**src/rtl/axi_stream_writer.sv**
```systemverilog
// Stream-to-AXI4 bulk writer: turns a valid/ready word stream into INCR write bursts at
// consecutive addresses, one burst outstanding, never crossing a 4 KB boundary.
module axi_stream_writer #(
  parameter int DATA_WIDTH    = 32,
  parameter int ADDR_WIDTH    = 16,
  parameter int STRB_WIDTH    = DATA_WIDTH / 8,
  parameter int ID_WIDTH      = 8,
  parameter int AXI_ID        = 0,
  parameter int MAX_BURST_LEN = 16,
  parameter int COUNT_WIDTH   = 16
) (
  input  logic                   clk,
  input  logic                   rst,
  input  logic                   cfg_start,
  input  logic [ADDR_WIDTH-1:0]  cfg_base_addr,
  input  logic [COUNT_WIDTH-1:0] cfg_word_count,
  output logic                   busy,
  output logic                   done,
  output logic                   err,
  input  logic [DATA_WIDTH-1:0]  s_data,
  input  logic                   s_valid,
  output logic                   s_ready,
  output logic [ID_WIDTH-1:0]    m_axi_awid,
  output logic [ADDR_WIDTH-1:0]  m_axi_awaddr,
  output logic [7:0]             m_axi_awlen,
  output logic [2:0]             m_axi_awsize,
  output logic [1:0]             m_axi_awburst,
  output logic                   m_axi_awlock,
  output logic [3:0]             m_axi_awcache,
  output logic [2:0]             m_axi_awprot,
  output logic                   m_axi_awvalid,
  input  logic                   m_axi_awready,
  output logic [DATA_WIDTH-1:0]  m_axi_wdata,
  output logic [STRB_WIDTH-1:0]  m_axi_wstrb,
  output logic                   m_axi_wlast,
  output logic                   m_axi_wvalid,
  input  logic                   m_axi_wready,
  input  logic [ID_WIDTH-1:0]    m_axi_bid,
  input  logic [1:0]             m_axi_bresp,
  input  logic                   m_axi_bvalid,
  output logic                   m_axi_bready
);

  localparam int SIZE      = $clog2(STRB_WIDTH);
  localparam int PAGE_BITS = (ADDR_WIDTH < 12) ? ADDR_WIDTH : 12;
  localparam logic [ADDR_WIDTH-1:0] ALIGN_MASK = ~ADDR_WIDTH'(STRB_WIDTH - 1);

  localparam logic [1:0] S_IDLE = 2'd0;
  localparam logic [1:0] S_AW   = 2'd1;
  localparam logic [1:0] S_W    = 2'd2;
  localparam logic [1:0] S_B    = 2'd3;

  logic [1:0]             r_state;
  logic [ADDR_WIDTH-1:0]  r_addr;
  logic [COUNT_WIDTH-1:0] r_remaining;
  logic [8:0]             r_beats;
  logic [8:0]             r_beat_cnt;
  logic [7:0]             r_awlen;
  logic                   r_awvalid;
  logic                   r_busy;
  logic                   r_done;
  logic                   r_err;

  logic [ADDR_WIDTH-1:0]  w_base_aligned;
  logic [ADDR_WIDTH-1:0]  w_step;
  logic [ADDR_WIDTH-1:0]  w_next_addr;
  logic [COUNT_WIDTH-1:0] w_next_rem;
  logic [PAGE_BITS-1:0]   w_calc_addr;
  logic [COUNT_WIDTH-1:0] w_calc_rem;
  logic [8:0]             w_calc_beats;
  logic                   w_in_w;
  logic                   w_unused_bid;

  // Burst length is the smallest of words left, the burst cap and the beats left in this 4 KB page.
  function automatic logic [8:0] calcBeats(input logic [PAGE_BITS-1:0] a_low,
                                           input logic [COUNT_WIDTH-1:0] rem);
    logic [31:0] page;
    logic [31:0] b;
    page = ((32'd1 << PAGE_BITS) - 32'(a_low)) >> SIZE;
    b    = 32'(MAX_BURST_LEN);
    if (32'(rem) < b) b = 32'(rem);
    if (page < b) b = page;
    return 9'(b);
  endfunction

  assign w_base_aligned = cfg_base_addr & ALIGN_MASK;
  assign w_step         = ADDR_WIDTH'(32'(r_beats) << SIZE);
  assign w_next_addr    = r_addr + w_step;
  assign w_next_rem     = r_remaining - COUNT_WIDTH'(r_beats);
  assign w_calc_addr    = (r_state == S_IDLE) ? w_base_aligned[PAGE_BITS-1:0] : w_next_addr[PAGE_BITS-1:0];
  assign w_calc_rem     = (r_state == S_IDLE) ? cfg_word_count : w_next_rem;
  assign w_calc_beats   = calcBeats(w_calc_addr, w_calc_rem);
  assign w_in_w         = (r_state == S_W);
  assign w_unused_bid   = ^m_axi_bid;

  assign busy          = r_busy;
  assign done          = r_done;
  assign err           = r_err;
  assign s_ready       = w_in_w && m_axi_wready;
  assign m_axi_awid    = ID_WIDTH'(AXI_ID);
  assign m_axi_awaddr  = r_addr;
  assign m_axi_awlen   = r_awlen;
  assign m_axi_awsize  = 3'(SIZE);
  assign m_axi_awburst = 2'b01;
  assign m_axi_awlock  = 1'b0;
  assign m_axi_awcache = 4'b0011;
  assign m_axi_awprot  = 3'b000;
  assign m_axi_awvalid = r_awvalid;
  assign m_axi_wdata   = s_data;
  assign m_axi_wstrb   = '1;
  assign m_axi_wvalid  = w_in_w && s_valid;
  assign m_axi_wlast   = w_in_w && (r_beat_cnt == 9'd1);
  assign m_axi_bready  = (r_state == S_B);

  always_ff @(posedge clk or negedge rst) begin
    if (!rst) begin
      r_state     <= S_IDLE;
      r_addr      <= '0;
      r_remaining <= '0;
      r_beats     <= '0;
      r_beat_cnt  <= '0;
      r_awlen     <= '0;
      r_awvalid   <= 1'b0;
      r_busy      <= 1'b0;
      r_done      <= 1'b0;
      r_err       <= 1'b0;
    end else begin
      r_done <= 1'b0;
      case (r_state)
        S_IDLE: begin
          if (cfg_start) begin
            r_addr      <= w_base_aligned;
            r_remaining <= cfg_word_count;
            r_err       <= 1'b0;
            if (cfg_word_count == '0) begin
              r_done <= 1'b1;
            end else begin
              r_busy    <= 1'b1;
              r_state   <= S_AW;
              r_awvalid <= 1'b1;
              r_beats   <= w_calc_beats;
              r_awlen   <= 8'(w_calc_beats - 9'd1);
            end
          end
        end
        S_AW: begin
          if (m_axi_awready) begin
            r_awvalid  <= 1'b0;
            r_beat_cnt <= r_beats;
            r_state    <= S_W;
          end
        end
        S_W: begin
          if (s_valid && m_axi_wready) begin
            r_beat_cnt <= r_beat_cnt - 9'd1;
            if (r_beat_cnt == 9'd1) r_state <= S_B;
          end
        end
        S_B: begin
          if (m_axi_bvalid) begin
            if (m_axi_bresp != 2'b00) r_err <= 1'b1;
            r_remaining <= w_next_rem;
            r_addr      <= w_next_addr;
            if (w_next_rem == '0) begin
              r_state <= S_IDLE;
              r_done  <= 1'b1;
              r_busy  <= 1'b0;
            end else begin
              r_state   <= S_AW;
              r_awvalid <= 1'b1;
              r_beats   <= w_calc_beats;
              r_awlen   <= 8'(w_calc_beats - 9'd1);
            end
          end
        end
        default: r_state <= S_IDLE;
      endcase
    end
  end

endmodule

```
**config.mk**
```make
export PLATFORM = sky130hd
export DESIGN_NAME = axi_stream_writer
export DESIGN_NICKNAME = d
export VERILOG_FILES = /design/src/rtl/axi_stream_writer.sv
export SDC_FILE = /design/constraint.sdc
export NUM_CORES = 1
export LEC_CHECK = 0
export ABC_AREA = 1
export ABC_CLOCK_PERIOD_IN_PS = 5100
export BUFFER_PORTS_ARGS = -buffer_cell sky130_fd_sc_hd__buf_4
export CORE_UTILIZATION = 50
export DETAILED_ROUTE_END_ITERATION = 6
export GPL_TIMING_DRIVEN = 0
export PLACE_DENSITY = 0.85
export SYNTH_ARGS = -nofsm -noshare
export SYNTH_HDL_FRONTEND = slang
export SYNTH_SLANG_ARGS = --single-unit
export TNS_END_PERCENT = 50
```
**constraint.sdc**
```tcl
create_clock -name clk -period 5.1 [get_ports clk]
set_input_delay 0.51 -clock clk [delete_from_list [all_inputs] [get_ports clk]]
set_output_delay 0.51 -clock clk [all_outputs]
set_load 0.02 [all_outputs]
```
==> metrics.md <==
| Metric | Value |
|---|---|
| Antenna cells | 0 |
| Flops & latches, synth | 62 |
| Share of layout cells above drive strength 1 | 0.222 |
| Pin count of the biggest net entering global routing | 63 |
| Mapped Cells | ~860 |
| DRC marker count from the first detailed-route iteration | 727 |
| Unique masters post-synth | 48 |
| Row cnt | 39 |
| Top-area cell type share of the netlist area | 0.266 |
| Status | finished, final reports clean |
| CP required | 5320 ps |
| Core ar. | approximately 0.011 mm^2 |
| Clk sinks | 62 |
| Relative slew margins | 0.339 |
| Clock transition at the registers of the reported paths | 60 ps |
| Final Setup Violations | 0 |
| CP arrival | 4990 ps |
| GP Congestion | between 1 and 1.5 |
| Most area-hungry cell type in the Yosys netlist | dfrtp_1 |
| Initial antenna violation count | 0 |
| Cts bufs inserted | 9 |
| R2R depth | 24 |
| Final min period | about 4800 ps |
| Sequential-to-total area share from yosys stat | 0.266 |
| Clock Path Buffers | 2 |
| FF-to-FF setup slack | ~330 ps |
| Fillers | 1033 |
| Ys flop type | dfrtp_1 |
| R2r startpoint | r_state[0]$_DFFE_PN0P_ |
| Die height | around 110 um |
| Final wirelength | 17600 um |
| Dpl cells | 1140 |
| Antenna Violating Nets Remaining | 0 |
| First-pass GRT wire length | 27400 um |
| Post-synth EDFFs | 0 |
| Max Freq | 0.210 GHz |
| Syn_area_per_cell | 6.74 um^2 |
| Fin nets | 1128 |
| Crit start category | flip-flop |
| Input/output buffers | 100 |
| Via count | 6266 |
| Pins Over Slew Limit | 0 |
| Worst hold path type | in -> async |
| Setup_tns | 0 ps |
| Reg-to-reg endpoint | m_axi_awlen[4]$_DFFE_PN0P_ |
| Gr ovfl total | 0 |
| Vias in the first global route | 5627 |
| Per-cell routed wire length | around 15 um |
| Crit. End Element | flip-flop |
| CTS tree | done |
| Die area | 0.0121 mm^2 |
| Synth-to-layout area growth | 23.4% |
| Ports | 170 |
| GRT Overall Usage | 0.303 |
| Final Cycle Share | 0.935 |
| Skew final | 9.04 ps |
| Clk_lat worst skew | 350 ps |
| Largest cells by area after synthesis | dfrtp_1 (27%), nand2_1 (14%), ha_1 (7.7%), buf_4 (7.6%), inv_1 (6.6%) |
| Yosys synthesis warning count | 0 |
| HPWL Detailed | 13300 um |
| Initial Util | 0.512 |
| DR DRC count | 0 |
| Root Buffer | clkbuf_16 |
| Mapped Area | just under 0.006 mm^2 |
| Asr flop ratio synth | 1.00 |
| Utilization after layout | 0.632 |
| Maxcap violations | 0 |
| Max H-tree Level | 3 |
| Final Instance Count excl. Fillers | roughly 1200 |
| DR vias/cell | 5.42 |
| Fin. Hold Viols | 0 |
| Hold buffers post-CTS | 0 |
| Crit path kind | reg -> reg |
| Crit path max fanout | 10 |
| Slew at the pin closest to its max-slew limit | 987 ps |
| Chip width | 110 um |
| 1st-pass router iterations | 5 |
cell usage after synthesis (all sizes together) (9+ instances only):
library cell / count
nor2: 80
inv: 108
nand2: 237
nand4: 14
clkbuf: 16
xor2: 16
dfrtp: 62
o21ai: 74
buf: 64
ha: 36
a21oi: 32
a22oi: 9
nand3: 52
flip-flops by register name (all words and copies together) (netlist names):
signal         cells
m_axi_awaddr      14
r_beat_cnt         9
m_axi_awlen        8
done               1
r_state            2
err                1
m_axi_awvalid      1
r_beats            9
r_remaining       16
busy               1
cell type report:
cell class              count  area, um^2  area share
multi-input cells         647        3480       0.485
flip-flops and latches     62        1550       0.216
repair buffers            101         758       0.106
plain buffers              80         529      0.0737
inverters                 108         405      0.0564
clock buffers               9         225      0.0314
well taps                 143         179      0.0249
clock inverters             7        51.3     0.00714
stage by stage:
step | worst slack, ps | hold WS, ps | cell area (um^2)
CTS | 145 | 307 | 7150
detailed placement | 175 | 479 | 6880
global route | -1.59 | 341 | 7180
finish | 330 | 266 | 7180
global placement | 143 | 473 | 6880
floorplan | 816 | 214 | 5950
what timing repair did:
action,CTS,global route
resized for setup,0,7
buffers inserted,0,1
endpoints found under the setup margin,0,6
routing by layer:
layer | GRT usage | vias up | routed length [um]
met5 | 0 | - | 0
met4 | 0.129 | 0 | 631
met3 | 0.0587 | 51 | 1570
met2 | 0.484 | 307 | 7890
met1 | 0.397 | 2884 | 7480
li1 | - | 3024 | -
logic make-up after synthesis:
logic type | Yosys count | synth area share
compound gates | 144 | 0.145
xor+xnor | 21 | 0.0316
fa+ha+maj | 38 | 0.0842
buf+inv | 188 | 0.160
flops | 62 | 0.266
other cells | 2 | 0.00129
simple gates | 409 | 0.311
critical path, cell delays in order, from the launching register on:
cell	delay, ps
dfrtp_1	400
inv_1	140
ha_1	260
buf_2	330
clkbuf_2	360
clkbuf_1	480
nand2_1	140
nand2_1	190
nor2_1	100
nand4_1	100
xnor2_1	170
inv_1	80
ha_1	300
nand2_1	60
nor3b_1	270
nand2_2	160
nand2_4	160
nand2_1	80
o21ai_2	130
inv_1	100
ha_1	220
nand2_1	160
o21ai_1	100
nand2_1	70
o21ai_0	70
how the worst max path moves through the flow:
stage	startpoint	end	slack (ps)
floorplan	m_axi_awaddr[2]$_DFFE_PN0P_	m_axi_awlen[4]$_DFFE_PN0P_	820
global placement	r_beats[0]$_DFFE_PN0P_	m_axi_awlen[4]$_DFFE_PN0P_	140
detailed placement	r_beats[0]$_DFFE_PN0P_	m_axi_awlen[4]$_DFFE_PN0P_	180
CTS	r_state[0]$_DFFE_PN0P_	m_axi_awlen[4]$_DFFE_PN0P_	140
global route	r_state[0]$_DFFE_PN0P_	m_axi_awlen[4]$_DFFE_PN0P_	-2
finish	r_state[0]$_DFFE_PN0P_	m_axi_awlen[4]$_DFFE_PN0P_	330
layout by cell type (no fill, tap or decap), types with 5 or more instances in the layout:
master / count
nor2_1: 73
nor3_1: 8
o21ai_0: 66
nand3_2: 5
clkbuf_16: 9
inv_1: 102
nand2_2: 13
dfrtp_1: 62
a22oi_1: 9
inv_2: 6
buf_2: 5
clkbuf_1: 15
nand3_1: 47
ha_1: 36
xor2_1: 16
nand2_1: 223
buf_4: 160
nand4_1: 13
xnor2_1: 5
o22ai_1: 5
o211ai_1: 7
a21oi_1: 30
o21ai_1: 5
conb_1: 35
Power is not shown: default switching activity piles up to over one toggle a cycle in this logic, so the estimate is an artifact.
